--- src/rtl/bsg_nasti_client_resp_buf.sv ---
// Buffered NASTI R-channel generator: frames tunnel read beats into bursts using
// AR-side lengths, generates r_last internally and flags last-flag mismatches.
module bsg_nasti_client_resp_buf #(
    parameter int data_width_p = 64,
    parameter int id_width_p   = 5,
    parameter int els_p        = 4,
    parameter int len_els_p    = 4
) (
    input  logic                    clk_i,
    input  logic                    reset_n_i,

    input  logic                    len_v_i,
    input  logic [7:0]              len_i,
    output logic                    len_ready_o,

    input  logic                    resp_v_i,
    input  logic [id_width_p-1:0]   resp_id_i,
    input  logic [data_width_p-1:0] resp_data_i,
    input  logic                    resp_last_i,
    output logic                    resp_yumi_o,

    output logic                    r_valid_o,
    input  logic                    r_ready_i,
    output logic [id_width_p-1:0]   r_id_o,
    output logic [data_width_p-1:0] r_data_o,
    output logic [1:0]              r_resp_o,
    output logic                    r_last_o,

    output logic [7:0]              err_count_o,
    input  logic                    err_clr_i
);

    localparam int lptr_w = (len_els_p > 1) ? $clog2(len_els_p) : 1;
    localparam int lcnt_w = $clog2(len_els_p + 1);
    localparam int optr_w = $clog2(els_p);
    localparam int ocnt_w = $clog2(els_p) + 1;
    localparam int ent_w  = id_width_p + data_width_p + 3;

    // ---------------- burst-length queue ----------------
    logic [7:0]        len_mem [len_els_p];
    logic [lptr_w-1:0] len_wr_ptr_reg, len_rd_ptr_reg;
    logic [lcnt_w-1:0] len_count_reg;
    logic              len_full, len_head_v, len_push, len_pop;
    logic [7:0]        len_head;

    assign len_full    = (len_count_reg == lcnt_w'(len_els_p));
    assign len_head_v  = (len_count_reg != '0);
    assign len_ready_o = ~len_full;
    assign len_push    = len_v_i & ~len_full;
    assign len_head    = len_mem[len_rd_ptr_reg];

    always_ff @(posedge clk_i) begin
        if (len_push) begin
            len_mem[len_wr_ptr_reg] <= len_i;
        end
    end

    always_ff @(posedge clk_i or negedge reset_n_i) begin
        if (!reset_n_i) begin
            len_wr_ptr_reg <= '0;
            len_rd_ptr_reg <= '0;
            len_count_reg  <= '0;
        end else begin
            if (len_push) begin
                len_wr_ptr_reg <= (len_wr_ptr_reg == lptr_w'(len_els_p - 1)) ? '0 : len_wr_ptr_reg + 1'b1;
            end
            if (len_pop) begin
                len_rd_ptr_reg <= (len_rd_ptr_reg == lptr_w'(len_els_p - 1)) ? '0 : len_rd_ptr_reg + 1'b1;
            end
            case ({len_push, len_pop})
                2'b10:   len_count_reg <= len_count_reg + 1'b1;
                2'b01:   len_count_reg <= len_count_reg - 1'b1;
                default: len_count_reg <= len_count_reg;
            endcase
        end
    end

    // ---------------- output FIFO ----------------
    logic [ent_w-1:0]  out_mem [els_p];
    logic [optr_w-1:0] out_wr_ptr_reg, out_rd_ptr_reg;
    logic [ocnt_w-1:0] out_count_reg;
    logic              out_full, out_pop, beat_acc;
    logic [ent_w-1:0]  wr_word, rd_word;

    assign out_full  = (out_count_reg == ocnt_w'(els_p));
    assign r_valid_o = (out_count_reg != '0);
    assign out_pop   = r_valid_o & r_ready_i;

    // A full FIFO still accepts when the head leaves in the same cycle.
    assign beat_acc    = resp_v_i & len_head_v & (~out_full | out_pop);
    assign resp_yumi_o = beat_acc;

    // ---------------- beat framing ----------------
    logic [7:0] cnt_reg;
    logic       end_beat, mismatch;

    assign end_beat = (cnt_reg == len_head);
    assign len_pop  = beat_acc & end_beat;
    assign mismatch = beat_acc & (resp_last_i != end_beat);

    assign wr_word = {resp_id_i, resp_data_i, (mismatch ? 2'b10 : 2'b00), end_beat};

    always_ff @(posedge clk_i) begin
        if (beat_acc) begin
            out_mem[out_wr_ptr_reg] <= wr_word;
        end
    end

    always_ff @(posedge clk_i or negedge reset_n_i) begin
        if (!reset_n_i) begin
            out_wr_ptr_reg <= '0;
            out_rd_ptr_reg <= '0;
            out_count_reg  <= '0;
        end else begin
            if (beat_acc) begin
                out_wr_ptr_reg <= out_wr_ptr_reg + 1'b1;
            end
            if (out_pop) begin
                out_rd_ptr_reg <= out_rd_ptr_reg + 1'b1;
            end
            case ({beat_acc, out_pop})
                2'b10:   out_count_reg <= out_count_reg + 1'b1;
                2'b01:   out_count_reg <= out_count_reg - 1'b1;
                default: out_count_reg <= out_count_reg;
            endcase
        end
    end

    always_ff @(posedge clk_i or negedge reset_n_i) begin
        if (!reset_n_i) begin
            cnt_reg <= '0;
        end else if (beat_acc) begin
            cnt_reg <= end_beat ? 8'd0 : cnt_reg + 8'd1;
        end
    end

    always_ff @(posedge clk_i or negedge reset_n_i) begin
        if (!reset_n_i) begin
            err_count_o <= '0;
        end else if (err_clr_i) begin
            err_count_o <= '0;
        end else if (mismatch && (err_count_o != 8'hFF)) begin
            err_count_o <= err_count_o + 8'd1;
        end
    end

    // Fields read zero when empty so stale storage never shows on the bus.
    assign rd_word = r_valid_o ? out_mem[out_rd_ptr_reg] : '0;
    assign r_id_o   = rd_word[ent_w-1 -: id_width_p];
    assign r_data_o = rd_word[data_width_p+2 -: data_width_p];
    assign r_resp_o = rd_word[2:1];
    assign r_last_o = rd_word[0];

endmodule

--- config.mk ---
export PLATFORM = sky130hd
export DESIGN_NAME = bsg_nasti_client_resp_buf
export DESIGN_NICKNAME = d
export VERILOG_FILES = /design/src/rtl/bsg_nasti_client_resp_buf.sv
export SDC_FILE = /design/constraint.sdc
export NUM_CORES = 1
export LEC_CHECK = 0
export ABC_AREA = 0
export CAP_MARGIN = 20
export CORE_ASPECT_RATIO = 1.75
export CORE_MARGIN = 5
export CORE_UTILIZATION = 35
export CTS_CLUSTER_SIZE = 14
export DETAILED_ROUTE_END_ITERATION = 6
export HOLD_SLACK_MARGIN = 0.05
export PLACE_DENSITY = 0.58
export SLEW_MARGIN = 25
export SYNTH_ARGS = -nofsm -noshare
export SYNTH_HDL_FRONTEND = slang
export SYNTH_SLANG_ARGS = --single-unit
--- constraint.sdc ---
create_clock -name clk_i -period 3.3 [get_ports clk_i]
set_clock_uncertainty 0.2 [all_clocks]
set_input_delay 0.33 -clock clk_i [delete_from_list [all_inputs] [get_ports clk_i]]
set_output_delay 0.33 -clock clk_i [all_outputs]
set_load 0.05 [all_outputs]
## After elaboration in Yosys (flattened, before gate mapping)

Memories as Yosys holds them, arrays and structs flattened.
Cells that the tools add are included.

| storage, ports and cells | value |
|---|---|
| register bits | 30 |
| bits in writable memories | 320 |
| logic and storage cells | 59 |
| memories | 2 |

Memory list:

| name | words | bits a word | read ports | clocked after memory_dff | wr ports | RTL line | text |
|---|---|---|---|---|---|---|---|
| out_mem | 4 | 72 | 1 | 0 | 1 | 79 | `logic [ent_w-1:0] out_mem [els_p];` |
| len_mem | 4 | 8 | 1 | 0 | 1 | 40 | `logic [7:0] len_mem [len_els_p];` |

| operators by class | value |
|---|---|
| add/sub/neg operators | 10 |
| equality and inequality tests | 11 |
| muxes and demuxes | 13 |
| bitwise logic cells | 9 |
| reductions and logical operators | 6 |

Operator list:

| operator | number |
|---|---|
| 72-bit two-way mux | 1 |
| 8-bit two-way mux | 3 |
| 8-bit by 1-bit adder with 8-bit output, second input constant | 2 |
| 3-bit one-hot mux with 2 select lines | 2 |
| 2-bit by 1-bit adder with 2-bit output, second input constant | 4 |
| 2-bit == test, second input constant | 4 |
| 8-bit == test | 1 |
| 8-bit != test, second input constant | 1 |
| 3-bit by 1-bit adder with 3-bit output, second input constant | 2 |
| 1-bit AND | 6 |
| 3-bit == test, second input constant | 2 |
| 2-bit two-way mux | 3 |
| 2-bit nonzero test | 3 |
| 3-bit nonzero test | 2 |
| 3-bit by 1-bit subtractor with 3-bit output, second input constant | 2 |
| 2-bit by 1-bit == test with 1-bit output, second input constant | 2 |
| 1-bit two-way mux | 4 |
| 1-bit inverter | 2 |
| 1-bit logical AND | 1 |
| 1-bit != test | 1 |
| 1-bit bitwise OR | 1 |

## Longest topological paths before layout

| depth | value |
|---|---|
| depth in word-level cells | 8 |
| gate-level depth with buffers | 11 |

## Worst setup path after synthesis

No wires, ideal clock.

| timing path | value |
|---|---|
| kind | register to register |
| start | register len_count_reg[2] |
| end | memory out_mem[0][0] (netlist name), enable pin |
| setup time | 437 ps |
| data arrival time | 3238 ps |
| data required time | 2663 ps |
| slack | -575 ps |
| cell stages (with the launch flop) | 6 |
| clock period less this slack | 3875 ps |
| cells stage by stage | dfrtp_1 o31a_1 o41ai_1 inv_1 clkbuf_1 and2_1 |

| on the way | value |
|---|---|
| cells in the longest elaborated chain, start to end | 5 |

RTL lines:

| what | RTL line | text |
|---|---|---|
| from (decl) | 42 | `logic [lcnt_w-1:0] len_count_reg;` |
| from (signal assigned) | 71 | `2'b10: len_count_reg <= len_count_reg + 1'b1;` |
| from (signal assigned) | 72 | `2'b01: len_count_reg <= len_count_reg - 1'b1;` |
| from (signal assigned) | 73 | `default: len_count_reg <= len_count_reg;` |
| 3-bit nonzero test | 47 | `assign len_head_v = (len_count_reg != '0);` |
| 1-bit AND (2 in series) | 90 | `assign beat_acc = resp_v_i & len_head_v & (~out_full \| out_pop);` |
| named net resp_yumi_o | 20 | `output logic resp_yumi_o,` |
| 1-bit two-way mux | 104 | `if (beat_acc) begin` |
| 1-bit two-way mux (not written as such) | 105 | `out_mem[out_wr_ptr_reg] <= wr_word;` |
| to (decl) | 79 |  |

The timed path passes the listed nets, and every way through them passes these cells.

## Final worst setup path

| timing path | value |
|---|---|
| start | register out_count_reg[0] |
| end | output port r_valid_o |

| on the way | value |
|---|---|
| cells in the longest elaborated chain, start to end | 1 |

RTL lines:

| what | RTL line | text |
|---|---|---|
| from (decl) | 81 | `logic [ocnt_w-1:0] out_count_reg;` |
| from (signal assigned) | 122 | `2'b10: out_count_reg <= out_count_reg + 1'b1;` |
| from (signal assigned) | 123 | `2'b01: out_count_reg <= out_count_reg - 1'b1;` |
| from (signal assigned) | 124 | `default: out_count_reg <= out_count_reg;` |
| 3-bit nonzero test | 86 | `assign r_valid_o = (out_count_reg != '0);` |
| to (decl) | 22 | `output logic r_valid_o,` |

Every way passes these cells.

==> results.md <==
* Crit path buf inv count at 3
* Skew-Pair Late Insertion Delay at about 0.51 ns
* P_leak at between 0.005 and 0.006 µW
* Setup TNS at 0 ns
* Biggest regs: out_mem (284), len_mem (32)
* Critical path arrival at 2.65 ns
* Mapped Nets at 806
* Critical path class: reg2out
* Top-count cell post-synth: edfxtp_1
* Initial antenna violation count at 4
* Register area share after synthesis at about three quarters
* Grt ovf at 0
* Initial DRC count at 263
* Crit share post-route at a little over nine tenths
* VDD IR max at between 600 and 700 µV
* Initial Util at about a third
* Die area at 43700 µm²
* Post-Syn Area at 13800 µm²
* Actual slew at the worst max-slew pin at slightly below 0.8 ns
* Setup Viol. Count Final at 0
* Final hold viol count at 0
* DIE WIDTH at 160 µm
* Placed insts at 1357
* #FFs+latches synth at 346
* Sw Share at 38.6%
* Synth area leaders: edfxtp_1 69%, mux4_2 13%, dfrtp_1 5.4%
* RSZ-0062 raised after global routing: no
* Area share of the largest cell type after synthesis at 68.6%
* Clock Sinks at 346
* Async SR Flop Fraction at roughly 8.7%
* Fin nets at roughly 1000
* Seq pwr share at a little over a third
* Internal at about 11000 µW
* CP endpoint kind: output port
* Hold WC Path Type: in2reg
* Length of the first detailed-routing pass in iterations at 4
* TritonCTS Buffers at 34
* Max Transition Viols Final at 0
* Routed len/inst at between 20 and 25 µm
* Fmax at ~310 MHz
* CP delay by family, top: buffers and inverters
* Die Ht at 273 µm
* Crit path required time at ~2.8 ns
* Port bufs at around 170
* EDFF count, synth at approximately 320
* Post-synth cell types at 40
* Antenna-violating nets left at 0
* CTS tree: done
* Combinational power share at between 40% and 50%
* Tmin final at 3.18 ns
* CTS H-tree lvls at 2
* Placed Area at 16200 µm²
* Net Switching at approximately 6800 µW
* Detailed placement HPWL at around 18000 µm
* CP peak stage delay at roughly 0.7 ns
* Via-per-instance ratio at 4.97
* Boundary pin count at approximately 170
* Remaining DRCs at 0
* Most frequent cells after synthesis: 316 x edfxtp_1, 79 x mux4_2, 75 x and2_1, 30 x dfrtp_1, 24 x clkbuf_1
* Syn Inst Count at approximately 710
* Syn Area/Cell at a little under 20 µm²
* Vias in the first global route at about 7700
* Largest net degree at the start of global routing at 46
* Root Driver: clkbuf_16
* Via count at 7123
* Synthesis-to-layout area growth at 25.7%
* Row cnt at 96
* Leading area contributor after synthesis: edfxtp_1
* Core area at 39200 µm²
* Total GRT Usage at between 10 and 15%
* Crit-path cells: inv_1 > nand3_4 > buf_4 > clkdlybuf4s50_1
* Clock Path Buffers at 3
* Final instance area at about 17000 µm²
* Max-cap violations at 0
* Post-route insts no fill at ~1400
* CP Max Fanout at 16
* Power Density at between 1000 and 1500 nW/µm²
* Yosys synthesis warning count at 0
* Reg with most FFs: out_mem
* Power share of the clock group at roughly 21%
* Fraction of layout cells with a size suffix above 1 at a little under a quarter
* Most used flip-flop cell after synthesis: edfxtp_1
* # fillers at 3430
* Clk pin slew, worst setup/hold paths at 0.06 ns
* Max_slew headroom at ~48%
* WL final at around 30000 µm
* Status: complete, no violations
* Wire length of the first global-routing pass at approximately 45000 µm
* Max reg flops at 284
* Startpoint types: flip-flop
* RePlAce Congestion at ~0.72
* Critical path's slowest cell: clkdlybuf4s50_1
==> kinds of logic after synthesis <==
group	share of synthesized area, %
AOI/OAI and AO/OA	1.28
xor gates and xnor gates	1.08
adders and majority gates	1.38
buffers and inverters	1.38
DFF	74.0
muxes	14.4
other	0.0271
and+or+nand+nor	6.40
==> timing repair <==
action | 4_1_cts | 5_1_grt
setup buffers | 6 | 4
gates resized for setup | 1 | 7
cloned | 0 | 1
hold endpoints to repair | 30 | 0
pin swaps | 0 | 2
hold buffers | 1 | 0
endpoints found under the setup margin | 54 | 30
==> worst paths after layout <==
| path | slack, ns | cells past startpoint | end | start |
|---|---|---|---|---|
| min reg2reg | 0.33 | 1 | len_count_reg[0] | len_count_reg[0] |
| min in group asynchronous | 0.57 | 3 | err_count_o[0] | reset_n_i |
| min | 0.25 | 1 | out_mem[0][49] | resp_data_i[46] |
| max in group asynchronous | 1.99 | 3 | out_rd_ptr_reg[0] | reset_n_i |
| max reg2reg | 0.27 | 11 | len_count_reg[2] | len_rd_ptr_reg[0] |
| max | 0.12 | 4 | r_valid_o | out_count_reg[0] |
==> power by group through the flow <==
stage	Clock (µW)	Combinational (µW)	Sequential, µW
6_report	3630	7830	6140
5_1_grt	3950	8310	6230
4_1_cts	3770	7900	6160
3_5_place_dp	0	7680	6350
3_3_place_gp	0	7660	6320
2_1_floorplan	0	5310	6070
==> layer usage <==
layer  track usage [%]  vias up  part of all wire, %
li1                  -     3217                    -
met1              14.7     3705                   37
met2              25.1      151                   56
met3              2.81       50                  4.5
met4              5.39        0                  3.1
met5                 0        -                    0
==> through the flow <==
step / utilization [%] / worst slack (ns) / total power [µW] / hold slack [ns]
finish: 44.4 / 0.120 / 17600 / 0.250
global placement: 41.3 / 0.292 / 14000 / 0.311
CTS: 44.2 / 0.00783 / 17800 / 0.212
floorplan: - / 0.166 / 11400 / -0.166
global route: 44.4 / 0.0151 / 18500 / 0.225
detailed placement: 41.3 / 0.226 / 14000 / 0.309
==> area by class of cell <==
| type | count | area [µm²] | area share (%) |
|---|---|---|---|
| well taps | 490 | 613 | 3.53 |
| clock inverters | 17 | 115 | 0.662 |
| flip-flops and latches | 346 | 10200 | 59.0 |
| clock buffers | 44 | 920 | 5.29 |
| multi-input cells | 316 | 3440 | 19.8 |
| repair buffers | 204 | 1990 | 11.5 |
| diodes | 3 | 7.51 | 0.0432 |
| inverters | 13 | 48.8 | 0.281 |
==> worst register-to-register path, cell delays in order, from the launching register on <==
cell and delay [ns]:
dfrtp_1 0.34, buf_4 0.15, mux4_2 0.51, xnor2_1 0.16
nand4_1 0.18, nor3_1 0.34, ha_1 0.23, inv_1 0.06
fa_1 0.37, xor2_1 0.15, nor2_1 0.11, xor2_1 0.16
==> cell usage in the layout, fill, tap and decap left out, types with 3 or more instances in the layout <==
cell	synthesis	routed
nand2b_1	3	3
clkinv_1	0	6
nor2b_1	10	10
and3_1	9	9
nor3_1	11	11
diode_2	0	3
ha_1	12	12
buf_12	0	11
o21ai_1	3	3
clkinv_2	0	6
a22o_1	4	4
mux2_1	7	7
clkbuf_16	0	35
and2_1	75	71
clkdlybuf4s50_1	0	115
inv_1	13	13
a21oi_1	4	4
mux2_2	4	4
mux2i_1	9	9
nor2_1	17	17
nand3_1	15	14
edfxtp_1	316	316
mux4_2	79	79
o21ai_0	7	7
and2_4	0	4
clkbuf_1	24	8
dlymetal6s2s_1	0	6
nand2_1	11	11
buf_4	2	70
dfrtp_1	30	28
xnor2_1	15	15
(Power assumes the default switching activity.)
